File: config.mk
export PLATFORM = sky130hd
export DESIGN_NAME = sram_controller_flat
export DESIGN_NICKNAME = d
export VERILOG_FILES = /design/src/rtl/sram_pkg.sv /design/src/rtl/sram_controller_if.sv /design/src/rtl/sram_wait_counter.sv /design/src/rtl/sram_controller.sv /design/src/flat_wrapper.sv
export SDC_FILE = /design/constraint.sdc
export NUM_CORES = 1
export LEC_CHECK = 0
export CORE_MARGIN = 10
export CORE_UTILIZATION = 49
export DETAILED_ROUTE_END_ITERATION = 6
export GPL_TIMING_DRIVEN = 0
export PLACE_DENSITY = 0.9
export SYNTH_ARGS = -nofsm -noshare
export SYNTH_HDL_FRONTEND = slang
export SYNTH_SLANG_ARGS = --single-unit
File: constraint.sdc
create_clock -name clk -period 4.7 [get_ports clk]
set_input_delay 0.94 -clock clk [delete_from_list [all_inputs] [get_ports clk]]
set_output_delay 0.94 -clock clk [all_outputs]
set_load 0.01 [all_outputs]
File: src/rtl/sram_pkg.sv
// Shared types and default parameters for the 32-bit-to-16-bit SRAM bridge.
package sram_pkg;

    typedef enum logic [1:0] {
        IDLE = 2'd0,
        LO   = 2'd1,
        HI   = 2'd2,
        DONE = 2'd3
    } state_e;

    localparam int unsigned DEF_BASE_ADDR   = 1024;
    localparam int unsigned DEF_SRAM_AW     = 18;
    localparam int unsigned DEF_WAIT_CYCLES = 2;

endpackage

File: src/rtl/sram_controller_if.sv
// MEM-stage request bus. Handshake: a request (mem_read | mem_write) is held
// stable by the MEM stage while ready=0; it completes in the cycle ready=1.
interface sram_controller_if;
    logic        mem_read;
    logic        mem_write;
    logic [31:0] address;
    logic [31:0] data_write;
    logic [31:0] data_read;
    logic        ready;

    modport master (
        output mem_read, mem_write, address, data_write,
        input  data_read, ready
    );

    modport slave (
        input  mem_read, mem_write, address, data_write,
        output data_read, ready
    );
endinterface

File: src/rtl/sram_wait_counter.sv
// Phase wait counter: counts 0..WAIT_CYCLES-1 and flags the last cycle of a phase.
module sram_wait_counter #(
    parameter int unsigned WAIT_CYCLES = 2
) (
    input  logic clk,
    input  logic rst_n,
    input  logic clear,
    output logic last
);

    localparam int unsigned   CW     = (WAIT_CYCLES > 1) ? $clog2(WAIT_CYCLES) : 1;
    localparam logic [CW-1:0] LAST_V = CW'(WAIT_CYCLES - 1);

    logic [CW-1:0] cnt_q, cnt_d;

    assign last = (cnt_q == LAST_V);

    always_comb begin
        cnt_d = cnt_q + 1'b1;
        if (clear || last) cnt_d = '0;
    end

    always_ff @(posedge clk or negedge rst_n) begin
        if (!rst_n) cnt_q <= '0;
        else        cnt_q <= cnt_d;
    end

endmodule

File: src/rtl/sram_controller.sv
// Bridges 32-bit MEM-stage loads/stores onto a 16-bit asynchronous SRAM as two
// halfword phases (LO then HI); ready freezes the pipeline while low.
module sram_controller
    import sram_pkg::*;
#(
    parameter int unsigned BASE_ADDR   = DEF_BASE_ADDR,
    parameter int unsigned SRAM_AW     = DEF_SRAM_AW,
    parameter int unsigned WAIT_CYCLES = DEF_WAIT_CYCLES
) (
    input  logic               clk,
    input  logic               rst_n,
    sram_controller_if.slave   mem,
    output logic [SRAM_AW-1:0] sram_addr,
    output logic [15:0]        sram_dq_out,
    input  logic [15:0]        sram_dq_in,
    output logic               sram_dq_oe,
    output logic               sram_we_n,
    output state_e             dbg_state
);

    state_e              state_q, state_d;
    logic                write_q, write_d;
    logic [SRAM_AW-2:0]  idx_q, idx_d;
    logic [31:0]         wdata_q, wdata_d;
    logic [31:0]         rdata_q, rdata_d;
    logic [SRAM_AW-1:0]  addr_q, addr_d;
    logic [15:0]         dq_out_q, dq_out_d;

    logic                req;
    logic [SRAM_AW-2:0]  req_idx;
    logic                phase_last;
    logic                cnt_clear;

    assign req = mem.mem_read | mem.mem_write;
    // Out-of-range addresses simply wrap onto the SRAM by truncation.
    assign req_idx = (SRAM_AW-1)'((mem.address - 32'(BASE_ADDR)) >> 2);

    assign cnt_clear = (state_d != state_q) || !((state_q == LO) || (state_q == HI));

    sram_wait_counter #(.WAIT_CYCLES(WAIT_CYCLES)) u_wait (
        .clk   (clk),
        .rst_n (rst_n),
        .clear (cnt_clear),
        .last  (phase_last)
    );

    always_ff @(posedge clk or negedge rst_n) begin
        if (!rst_n) state_q <= IDLE;
        else        state_q <= state_d;
    end

    always_comb begin
        state_d = state_q;
        unique case (state_q)
            IDLE:    if (req)        state_d = LO;
            LO:      if (phase_last) state_d = HI;
            HI:      if (phase_last) state_d = DONE;
            DONE:                    state_d = IDLE;
            default:                 state_d = IDLE;
        endcase
    end

    // Address and write data load only on phase entry so they hold for the whole phase.
    always_comb begin
        write_d  = write_q;
        idx_d    = idx_q;
        wdata_d  = wdata_q;
        rdata_d  = rdata_q;
        addr_d   = addr_q;
        dq_out_d = dq_out_q;
        if ((state_q == IDLE) && req) begin
            write_d  = mem.mem_write;
            idx_d    = req_idx;
            wdata_d  = mem.data_write;
            addr_d   = {req_idx, 1'b0};
            dq_out_d = mem.mem_write ? mem.data_write[15:0] : 16'h0000;
        end
        if ((state_q == LO) && phase_last) begin
            addr_d   = {idx_q, 1'b1};
            dq_out_d = write_q ? wdata_q[31:16] : 16'h0000;
            if (!write_q) rdata_d[15:0] = sram_dq_in;
        end
        if ((state_q == HI) && phase_last && !write_q) rdata_d[31:16] = sram_dq_in;
    end

    always_ff @(posedge clk or negedge rst_n) begin
        if (!rst_n) begin
            write_q  <= 1'b0;
            idx_q    <= '0;
            wdata_q  <= '0;
            rdata_q  <= '0;
            addr_q   <= '0;
            dq_out_q <= '0;
        end else begin
            write_q  <= write_d;
            idx_q    <= idx_d;
            wdata_q  <= wdata_d;
            rdata_q  <= rdata_d;
            addr_q   <= addr_d;
            dq_out_q <= dq_out_d;
        end
    end

    // Strobes decode straight from state so an asynchronous reset releases we_n at once.
    always_comb begin
        sram_dq_oe    = ((state_q == LO) || (state_q == HI)) && write_q;
        sram_we_n     = !sram_dq_oe;
        mem.ready     = ((state_q == IDLE) && !req) || (state_q == DONE);
        mem.data_read = ((state_q == DONE) && !write_q) ? rdata_q : 32'h0;
    end

    assign sram_addr   = addr_q;
    assign sram_dq_out = dq_out_q;
    assign dbg_state   = state_q;

endmodule

File: src/flat_wrapper.sv
// flat-port wrapper written by rule: the top's interface ports become plain ports
module sram_controller_flat import sram_pkg::*;
#(
    parameter int unsigned BASE_ADDR   = DEF_BASE_ADDR,
    parameter int unsigned SRAM_AW     = DEF_SRAM_AW,
    parameter int unsigned WAIT_CYCLES = DEF_WAIT_CYCLES
)
  (clk, rst_n, sram_addr, sram_dq_out, sram_dq_in, sram_dq_oe, sram_we_n, dbg_state, mem_mem_read, mem_mem_write, mem_address, mem_data_write, mem_data_read, mem_ready);
  sram_controller_if mem_i ();
  input  logic clk;
  input  logic rst_n;
  output logic [SRAM_AW-1:0] sram_addr;
  output logic [15:0] sram_dq_out;
  input  logic [15:0] sram_dq_in;
  output logic sram_dq_oe;
  output logic sram_we_n;
  output state_e dbg_state;
  input wire logic [$bits(mem_i.mem_read)-1:0] mem_mem_read;
  input wire logic [$bits(mem_i.mem_write)-1:0] mem_mem_write;
  input wire logic [$bits(mem_i.address)-1:0] mem_address;
  input wire logic [$bits(mem_i.data_write)-1:0] mem_data_write;
  output wire logic [$bits(mem_i.data_read)-1:0] mem_data_read;
  output wire logic [$bits(mem_i.ready)-1:0] mem_ready;
  assign mem_i.mem_read = mem_mem_read;
  assign mem_i.mem_write = mem_mem_write;
  assign mem_i.address = mem_address;
  assign mem_i.data_write = mem_data_write;
  assign mem_data_read = mem_i.data_read;
  assign mem_ready = mem_i.ready;
  sram_controller #(.BASE_ADDR(BASE_ADDR), .SRAM_AW(SRAM_AW), .WAIT_CYCLES(WAIT_CYCLES)) u_core (.clk(clk), .rst_n(rst_n), .mem(mem_i), .sram_addr(sram_addr), .sram_dq_out(sram_dq_out), .sram_dq_in(sram_dq_in), .sram_dq_oe(sram_dq_oe), .sram_we_n(sram_we_n), .dbg_state(dbg_state));
endmodule
==> results of run 1 <==
[tightest hold or removal path: stages (launching register included)]
cell and delay (ps):
dfrtp_1 350, nand2_1 50, nand2_1 50
[through the flow]
| stage | total power [mW] | hold slack, ps |
|---|---|---|
| 2_1_floorplan | 2.376 | 446.1 |
| 3_3_place_gp | 3.056 | 458.7 |
| 3_5_place_dp | 3.167 | 467.2 |
| 4_1_cts | 3.668 | 487.8 |
| 5_1_grt | 3.904 | 490.4 |
| 6_report | 3.640 | 482.3 |
[where the power goes]
part | leakage (nW) | internal, mW | total (mW) | switching, mW
combinational | 1.45 | 0.768 | 1.56 | 0.787
sequential | 1.25 | 1.33 | 1.58 | 0.254
clock | 0.0777 | 0.198 | 0.503 | 0.305
[logic make-up after synthesis]
family                   after synthesis
buffers and inverters                 33
flip-flops                           103
AO/OA/AOI/OAI                         76
AND/OR/NAND/NOR                      193
adder cells (fa/ha/maj)                6
multiplexers                          32
XOR/XNOR                               4
[per-layer routing]
metal / vias up / share of wire (%)
li1: 1791 / -
met1: 1784 / 41
met2: 148 / 51
met3: 22 / 6.6
met4: 0 / 2.0
met5: - / 0
[state kept, by name, summed over array words and instances (netlist names)]
signal and cells:
u_core.sram_addr 18, u_core.dbg_state 2, u_core.idx_q 17, u_core.wdata_q 16
u_core.u_wait.last 1, u_core.rdata_q 32, u_core.sram_dq_out 16, u_core.write_q 1
[Yosys cell counts (all sizes together)]
library cell	n	area share [%]
a21o	4	0.66
a21oi	6	0.66
a22oi	18	3.0
a2bb2oi	1	0.19
a31oi	8	1.1
and2	34	4.7
and3	2	0.28
buf	9	1.1
clkbuf	17	1.4
dfrtp	103	57
ha	6	1.7
inv	7	0.58
mux2	32	8.0
nand2	115	9.5
nand2b	1	0.14
nand3	1	0.11
nand3b	1	0.17
nand4b	1	0.19
nor2	30	2.5
nor2b	1	0.14
nor3	3	0.33
nor3b	1	0.17
nor4	2	0.55
o211ai	1	0.17
o21a	2	0.33
o21ai	31	3.4
o22a	1	0.19
o31ai	4	0.88
or4	1	0.25
xnor2	2	0.39
xor2	2	0.39
[final timing paths]
path	start	to	slack, ps	cells after the start
worst min-delay path	u_core.wdata_q[16]	u_core.wdata_q[16]	480	2
min in group asynchronous	rst_n	u_core.wdata_q[29]	560	1
max in group asynchronous	rst_n	u_core.sram_dq_out[15]	3460	2
worst max-delay path	u_core.dbg_state[1]	mem_data_read[9]	1140	5
worst min register to register	u_core.wdata_q[16]	u_core.wdata_q[16]	480	2
worst max register to register	u_core.dbg_state[1]	u_core.sram_dq_out[2]	2360	7
[cells in the final DEF (no fill, tap or decap), types with 3 or more instances in the layout]
cell type | Yosys | layout
inv_1 | 7 | 7
a22oi_1 | 18 | 18
a31oi_1 | 8 | 8
mux2_1 | 10 | 10
nor3_1 | 3 | 3
clkbuf_8 | 0 | 9
mux2_2 | 22 | 22
dfrtp_1 | 103 | 103
ha_1 | 6 | 6
clkdlybuf4s50_1 | 0 | 138
clkbuf_1 | 17 | 19
a21oi_1 | 6 | 6
a21o_1 | 4 | 4
nor2_1 | 30 | 30
clkinvlp_4 | 0 | 3
buf_2 | 8 | 8
and2_1 | 32 | 32
nand2_1 | 115 | 115
o21ai_0 | 29 | 29
[area by class of cell]
type / instances / share of cell area, %
buffer: 26 / 1.839
multi-input combinational: 311 / 28.96
tap: 111 / 2.218
clock inverter: 5 / 0.6795
timing repair buffer: 140 / 22.62
sequential: 103 / 41.17
clock buffer: 11 / 2.098
inverter: 7 / 0.4197
==> impl_metrics.toml, run 1 <==
[cells_and_area]
seq_area_um2 = 2577
finalNonFillerCells = 714
synthToLayoutAreaGrowth_pct = 38.16
final_area_um2 = 6261
fin_util_pct = 68.74
n_antenna_cell = 0
drive_above_1_share_pct = 8.624
multi_input_comb_area_um2 = 1813
fillers = 683
nNetsFinal = 688

[sta]
rsz0062_at_grt = "no"
min_period_ps = 3563
maxSlewViolCount = 0
hold_viol = 0
slew_headroom_pct = 63.04
setup_tns_ps = 0
max_freq_mhz = 280.7
finClkSkew_ps = 22.22
min_period_over_period_pct = 75.80
worstMarginPinSlew_ps = 554.3
setup_viol = 0
layout_setup_ws_ps = 1137

[critical_path]
cp-end-kind = "output pin"
worstPathBufferInverterCount = 2
crit_required_ps = 3760
worstSetupPathType = "reg -> out"
path_cells = "ha_1 -> nor2b_1 -> clkbuf_1 -> and2_1 -> clkdlybuf4s50_1"
start_kind = "flop"
path_delay_family = "buffers and inverters"
crit_fanout = 10
cp.arrival_ps = 2620
cpMaxStageDelayCell = "clkdlybuf4s50_1"
max_stage_delay_ps = 550

[floorplan]
coreArea_um2 = 9109
die_h_um = 116.2
rows = 35
die-area_um2 = 13500
start_util_pct = 49.75
ioPinCount = 155
dieWidth_um = 116.2

[drt]
drt.antenna.violating_nets = 0
via_per_inst = 5.245
drt_iter0_drc = 203
wl_per_cell_um = 17.71
wirelength_um = 12640
drt_pre_antenna_iters = 5
drc = 0
route.vias.total = 3745

[global_route]
grt_overflow_total = 0
grt_util_met3_pct = 5.496
met2_usage_pct = 33.71
grt_pass1_vias = 4057
grt_util_met1_pct = 21.33
busiest_layer = "met2"
grt_max_degree = 62
grt_pass1_wl_um = 20070
grt_use_total_pct = 18.83
antenna_found_initial = 0

[clock_tree]
cts_resized = 0
cts_tree = "yes"
cts_made_buffers = 9
clk_path_buf_depth = 2
hold_buffers = 0
postCtsSetupRepairBufs = 0
clk-insertion-delay-late_ps = 360
cts_sinks = 103
root_buffer = "clkbuf_8"
clkTransAtPathRegs_ps = 110
h-tree-depth = 3

[logic_synthesis]
ys_warn_count = 0
synth_area_per_cell_um2 = 10.14
synth_fa_ha_area_share_pct = 1.657
muxShareOfSynthArea_pct = 7.951
synthSimpleGateAreaFrac_pct = 19.02
yosysSeqAreaShare_pct = 56.87
synth-xor-area-share_pct = 0.7731
synth_nets = 537
yosys_register_bits = 103
syn_inst = 447
syn_area_um2 = 4532
synth_cell_types = 36
synth_top_family_by_area = "simple AND/OR/NAND/NOR gates"
synth_compound_area_share_pct = 10.60

[min_path]
hold_path.class = "reg -> reg"

[place]
port-buffer-count = 139
dp_hpwl_um = 9977
post_dp_cell_area_um2 = 6087
preCtsSetupSlack_ps = 1399
gp_congestion = 0.8694
place_inst = 698

[power]
p_leak_nw = 2.770
p_per_area_nw_per_um2 = 581.4
ir_drop_v = 0.0002926

[job]
drv_cap = 0

[status]
status = "finished clean"
(Power assumes the default switching activity.)
==> run 2, diff against run 1 <==
--- a/config.mk
+++ b/config.mk
@@ -6,10 +6,10 @@
 export NUM_CORES = 1
 export LEC_CHECK = 0
 export CORE_MARGIN = 10
-export CORE_UTILIZATION = 49
+export CORE_UTILIZATION = 41
 export DETAILED_ROUTE_END_ITERATION = 6
 export GPL_TIMING_DRIVEN = 0
-export PLACE_DENSITY = 0.9
+export PLACE_DENSITY = 0.81
 export SYNTH_ARGS = -nofsm -noshare
 export SYNTH_HDL_FRONTEND = slang
 export SYNTH_SLANG_ARGS = --single-unit
==> constraint.sdc (replaced) <==
create_clock -name clk -period 3 [get_ports clk]
set_input_delay 0.6 -clock clk [delete_from_list [all_inputs] [get_ports clk]]
set_output_delay 0.6 -clock clk [all_outputs]
set_load 0.01 [all_outputs]
==> impl_metrics.toml, run 2 (synthesized netlist as in run 1, its figures left out) <==
[status]
status = "finished clean"

[cells_and_area]
fin_util_pct = 58.40
synthToLayoutAreaGrowth_pct = 39.70
n_antenna_cell = 0
drive_above_1_share_pct = 9.619
final_common_cell = "clkdlybuf4s50_1"
regMostFlops = "u_core.rdata_q"
fillers = 934
nNetsFinal = 688
layout_common_cells = "clkdlybuf4s50_1 (138), nand2_1 (115), dfrtp_1 (102)"
largest_reg_flops = 32

[power]
p_leak_nw = 2.801
ir_drop_v = 0.0004994
p_per_area_nw_per_um2 = 911.5
power_mw = 5.771

[sta]
worstMarginPinSlew_ps = 610.4
finClkSkew_ps = 7.549
maxSlewViolCount = 0
setup_viol = 0
max_freq_mhz = 351.6
min_period_over_period_pct = 94.81
hold_viol = 0
min_period_ps = 2844
rsz0062_at_grt = "no"
slew_headroom_pct = 59.30
whs_ps = 247.4

[global_route]
grt_max_degree = 57
grt_pass1_wl_um = 20790
grt_util_met3_pct = 4.351
grt_use_total_pct = 16.19
busiest_layer = "met2"
grt_overflow_total = 0
grt_util_met1_pct = 19.58
antenna_found_initial = 0
grt_pass1_vias = 3896
met2_usage_pct = 26.84

[critical_path]
crit_required_ps = 2400
worstSetupPathType = "reg -> out"
cp.arrival_ps = 2240
start_kind = "flop"
reg2reg_depth = 7
cp-end-kind = "output pin"
crit_fanout = 10

[drt]
drt.antenna.violating_nets = 0
route.vias.total = 3730
drc = 0
drt_pre_antenna_iters = 4
drt_iter0_drc = 294
wirelength_um = 12850
via_per_inst = 5.020
wl_per_cell_um = 17.30

[clock_tree]
cts_made_buffers = 9
cts_sinks = 103
cts_tree = "yes"
h-tree-depth = 3
root_buffer = "clkbuf_8"
postCtsSetupRepairBufs = 0
clkTransAtPathRegs_ps = 90
clk_path_buf_depth = 2
clk-insertion-delay-late_ps = 360

[place]
dp_hpwl_um = 9998
port-buffer-count = 139
gp_congestion = 0.8666

[floorplan]
die-area_um2 = 15660
die_h_um = 125.1
dieWidth_um = 125.1
coreArea_um2 = 10840
rows = 38
ioPinCount = 155
start_util_pct = 41.81

[job]
drv_cap = 0

[min_path]
hold_path.class = "in -> async"
## run 2: cell count changes in the layout (fill, tap and decap cells not counted), sizes merged
cell | previous run | this run
bufinv | 0 | 1
clkinv | 1 | 2
clkinvlp | 3 | 1
## run 2: path summary, 6_finish.rpt
kind	from	endpoint	slack, ps
setup / recovery	u_core.dbg_state[1]	mem_data_read[8]	160
hold / removal	rst_n	u_core.sram_dq_out[12]	250
setup reg to reg	u_core.dbg_state[0]	u_core.sram_dq_out[3]	730
hold reg to reg	u_core.idx_q[2]	u_core.idx_q[2]	480
max in group asynchronous	rst_n	u_core.dbg_state[1]	2060
min in group clk	u_core.idx_q[2]	u_core.idx_q[2]	480
## run 2: where the power goes
group	total [mW]	switching, mW	internal [mW]
combinational	2.42	1.21	1.21
sequential	2.48	0.401	2.08
clock	0.868	0.459	0.409
## run 2: worst max-delay path, cell delays in order, from the launching register on
cell	delay, ps
dfrtp_2	460
ha_1	190
nor2b_2	250
clkbuf_2	270
and2_1	170
clkdlybuf4s50_1	540
## run 2: layout make-up
type                       instances  area (µm²)  area share [%]
clock buffer                      11       141.4           2.233
sequential                       103        2579           40.73
inverter                           7       26.28          0.4150
timing repair buffer             140        1416           22.37
tap                              140       175.2           2.767
clock inverter                     5       56.30          0.8893
multi-input combinational        311        1815           28.68
buffer                            26       121.4           1.917
## run 2: metrics by stage
step | std cells | instance area (µm²) | setup TNS, ps | setup WS, ps
4_1_cts | 743 | 6327 | 0 | 16.63
3_3_place_gp | 726 | 6098 | -243350 | -2368
5_1_grt | 743 | 6331 | 0 | 4.524
2_1_floorplan | 447 | 4532 | 0 | 1071
6_report | 743 | 6331 | 0 | 155.7
3_5_place_dp | 727 | 6123 | 0 | 195.1
## run 2: timing repair
item                       4_1_cts  5_1_grt
resized for setup                4        3
setup endpoints to repair       30       30
hold endpoints to repair         0        0
hold buffers                     0        0
pin swaps                        0        0
## run 2: metal layers
layer	vias up	wire length, µm
li1	1791	-
met1	1805	5487
met2	113	6249
met3	21	785
met4	0	330
met5	-	0
==> run 3, diff against run 2 <==
--- a/config.mk
+++ b/config.mk
@@ -5,6 +5,7 @@
 export SDC_FILE = /design/constraint.sdc
 export NUM_CORES = 1
 export LEC_CHECK = 0
+export CORE_ASPECT_RATIO = 0.5
 export CORE_MARGIN = 10
 export CORE_UTILIZATION = 41
 export DETAILED_ROUTE_END_ITERATION = 6
==> impl_metrics.toml, run 3 (synthesized netlist as in run 1, its figures left out) <==
[status]
status = "finished clean"

[cells_and_area]
n_antenna_cell = 0
final_common_cell = "clkdlybuf4s50_1"
largest_reg_flops = 32
synthToLayoutAreaGrowth_pct = 42.21
fillers = 875
layout_common_cells = "clkdlybuf4s50_1 (138), nand2_1 (115), dfrtp_1 (102)"
nNetsFinal = 688
regMostFlops = "u_core.rdata_q"
drive_above_1_share_pct = 9.121
final_area_um2 = 6445

[floorplan]
die_h_um = 94.34
rows = 27
dieWidth_um = 168.7
ioPinCount = 155
coreArea_um2 = 10880
start_util_pct = 41.66
die-area_um2 = 15910

[drt]
wirelength_um = 12420
drt_pre_antenna_iters = 5
drt_iter0_drc = 271
drc = 0
via_per_inst = 4.952
drt.antenna.violating_nets = 0
route.vias.total = 3704
wl_per_cell_um = 16.60

[clock_tree]
clk_path_buf_depth = 2
clk-insertion-delay-late_ps = 330
cts_made_buffers = 9
root_buffer = "clkbuf_16"
h-tree-depth = 3
hold_buffers = 0
cts_sinks = 103
clkTransAtPathRegs_ps = 70
cts_tree = "yes"

[place]
port-buffer-count = 139
gp_congestion = 0.8461
dp_hpwl_um = 9432
post_dp_cell_area_um2 = 6130
preCtsSetupSlack_ps = 242.6

[sta]
min_period_over_period_pct = 92.95
min_period_ps = 2789
setup_tns_ps = 0
rsz0062_at_grt = "no"
max_freq_mhz = 358.6
slew_headroom_pct = 62.69
layout_setup_ws_ps = 211.5
setup_viol = 0
worstMarginPinSlew_ps = 559.6
maxSlewViolCount = 0
finClkSkew_ps = 4.439
hold_viol = 0

[critical_path]
max_stage_delay_ps = 540
cp.arrival_ps = 2190
worstReg2RegStart = "u_core.dbg_state[0]"
r2r_end = "u_core.sram_dq_out[9]"
crit_required_ps = 2400
start_kind = "flop"
rrSetupSlack_ps = 740
cpMaxStageDelayCell = "clkdlybuf4s50_1"
path_cells = "ha_1 -> nor2b_2 -> clkbuf_2 -> and2_1 -> clkdlybuf4s50_1"
worstSetupPathType = "reg -> out"
worstPathBufferInverterCount = 2
path_delay_family = "buffers and inverters"
cp-end-kind = "output pin"
reg2reg_depth = 7
crit_fanout = 10

[global_route]
grt_pass1_wl_um = 20360
grt_overflow_total = 0
grt_pass1_vias = 3852
grt_max_degree = 73
grt_use_total_pct = 15.64
antenna_found_initial = 0

[power]
intPower_mw = 4.024
p_sw_mw = 2.095
p_seq_share_pct = 40.4
power_mw = 6.119
p_per_area_nw_per_um2 = 949.4
p_comb_share_pct = 39.7
clock_power_share_pct = 19.9
ir_drop_v = 0.0003689
swShare_pct = 34.24
p_leak_nw = 2.845

[min_path]
hold_path.class = "in -> async"

[job]
drv_cap = 0
-- run 3: cell types whose count changed in the layout (fill, tap and decap cells not counted) --
cell,previous run,this run
clkbuf_1,15,18
clkbuf_2,2,3
inv_6,1,0
clkbuf_8,10,0
clkinv_2,2,0
bufinv_16,1,2
clkbuf_4,1,0
clkbuf_16,0,9
-- run 3: worst reg2reg max path: cells and delay by family (launching register included) --
kind | cells | cell delay [ps]
buffers and inverters | 3 | 700
flip-flops | 1 | 440
AND/OR/NAND/NOR | 1 | 440
AO/OA/AOI/OAI | 2 | 270
adder cells (fa/ha/maj) | 1 | 260
-- run 3: routing by layer --
| metal | part of all wire [%] | routed length, µm | up-vias | GRT usage, % |
|---|---|---|---|---|
| met2 | 52 | 6494 | 82 | 28.02 |
| met4 | 1.5 | 184 | 0 | 4.755 |
| met1 | 41 | 5130 | 1809 | 18.31 |
| met5 | 0 | 0 | - | 0 |
| li1 | - | - | 1799 | - |
| met3 | 4.9 | 608 | 14 | 3.980 |
-- run 3: how the worst max path moves through the flow --
| stage | startpoint | endpoint | slack (ps) | depth (start not counted) |
|---|---|---|---|---|
| 5_1_grt | u_core.dbg_state[0] | mem_data_read[11] | 60 | 5 |
| 2_1_floorplan | u_core.dbg_state[1] | u_core.rdata_q[10] | 1070 | 8 |
| 3_3_place_gp | rst_n | u_core.rdata_q[6] | -2510 | 1 |
| 4_1_cts | u_core.dbg_state[1] | mem_data_read[11] | 90 | 5 |
| 6_report | u_core.dbg_state[1] | mem_data_read[11] | 210 | 5 |
| 3_5_place_dp | u_core.dbg_state[1] | mem_data_read[11] | 240 | 5 |
-- run 3: power groups by stage --
| stage | clock (mW) | combinational, mW | sequential (mW) |
|---|---|---|---|
| global placement | 0 | 2.37 | 2.45 |
| finish | 1.22 | 2.43 | 2.47 |
| detailed placement | 0 | 2.45 | 2.49 |
| global route | 1.31 | 2.72 | 2.56 |
| CTS | 1.24 | 2.47 | 2.47 |
| floorplan | 0 | 1.22 | 2.50 |
-- run 3: final cells by class --
cell class | instances | area, µm² | share of cell area [%]
Inverter | 7 | 26.28 | 0.4077
Timing Repair Buffer | 140 | 1416 | 21.98
Buffer | 26 | 118.9 | 1.844
Sequential cell | 103 | 2579 | 40.01
Clock inverter | 3 | 67.56 | 1.048
Clock buffer | 13 | 240.2 | 3.727
Tap cell | 145 | 181.4 | 2.815
Multi-Input combinational cell | 311 | 1815 | 28.17
-- run 3: metrics by stage --
step                hold slack, ps  utilization, %  cells
global placement             457.4           56.12    731
CTS                          203.3           59.24    748
global route                 216.6           59.25    748
finish                       199.2           59.25    748
detailed placement           463.1           56.35    732
floorplan                    304.4               -    447
-- run 3: what timing repair did --
item | 4_1_cts | 5_1_grt
endpoints found under the setup margin | 30 | 15
setup buffers | 0 | 0
resized for setup | 4 | 1
cloned | 0 | 0
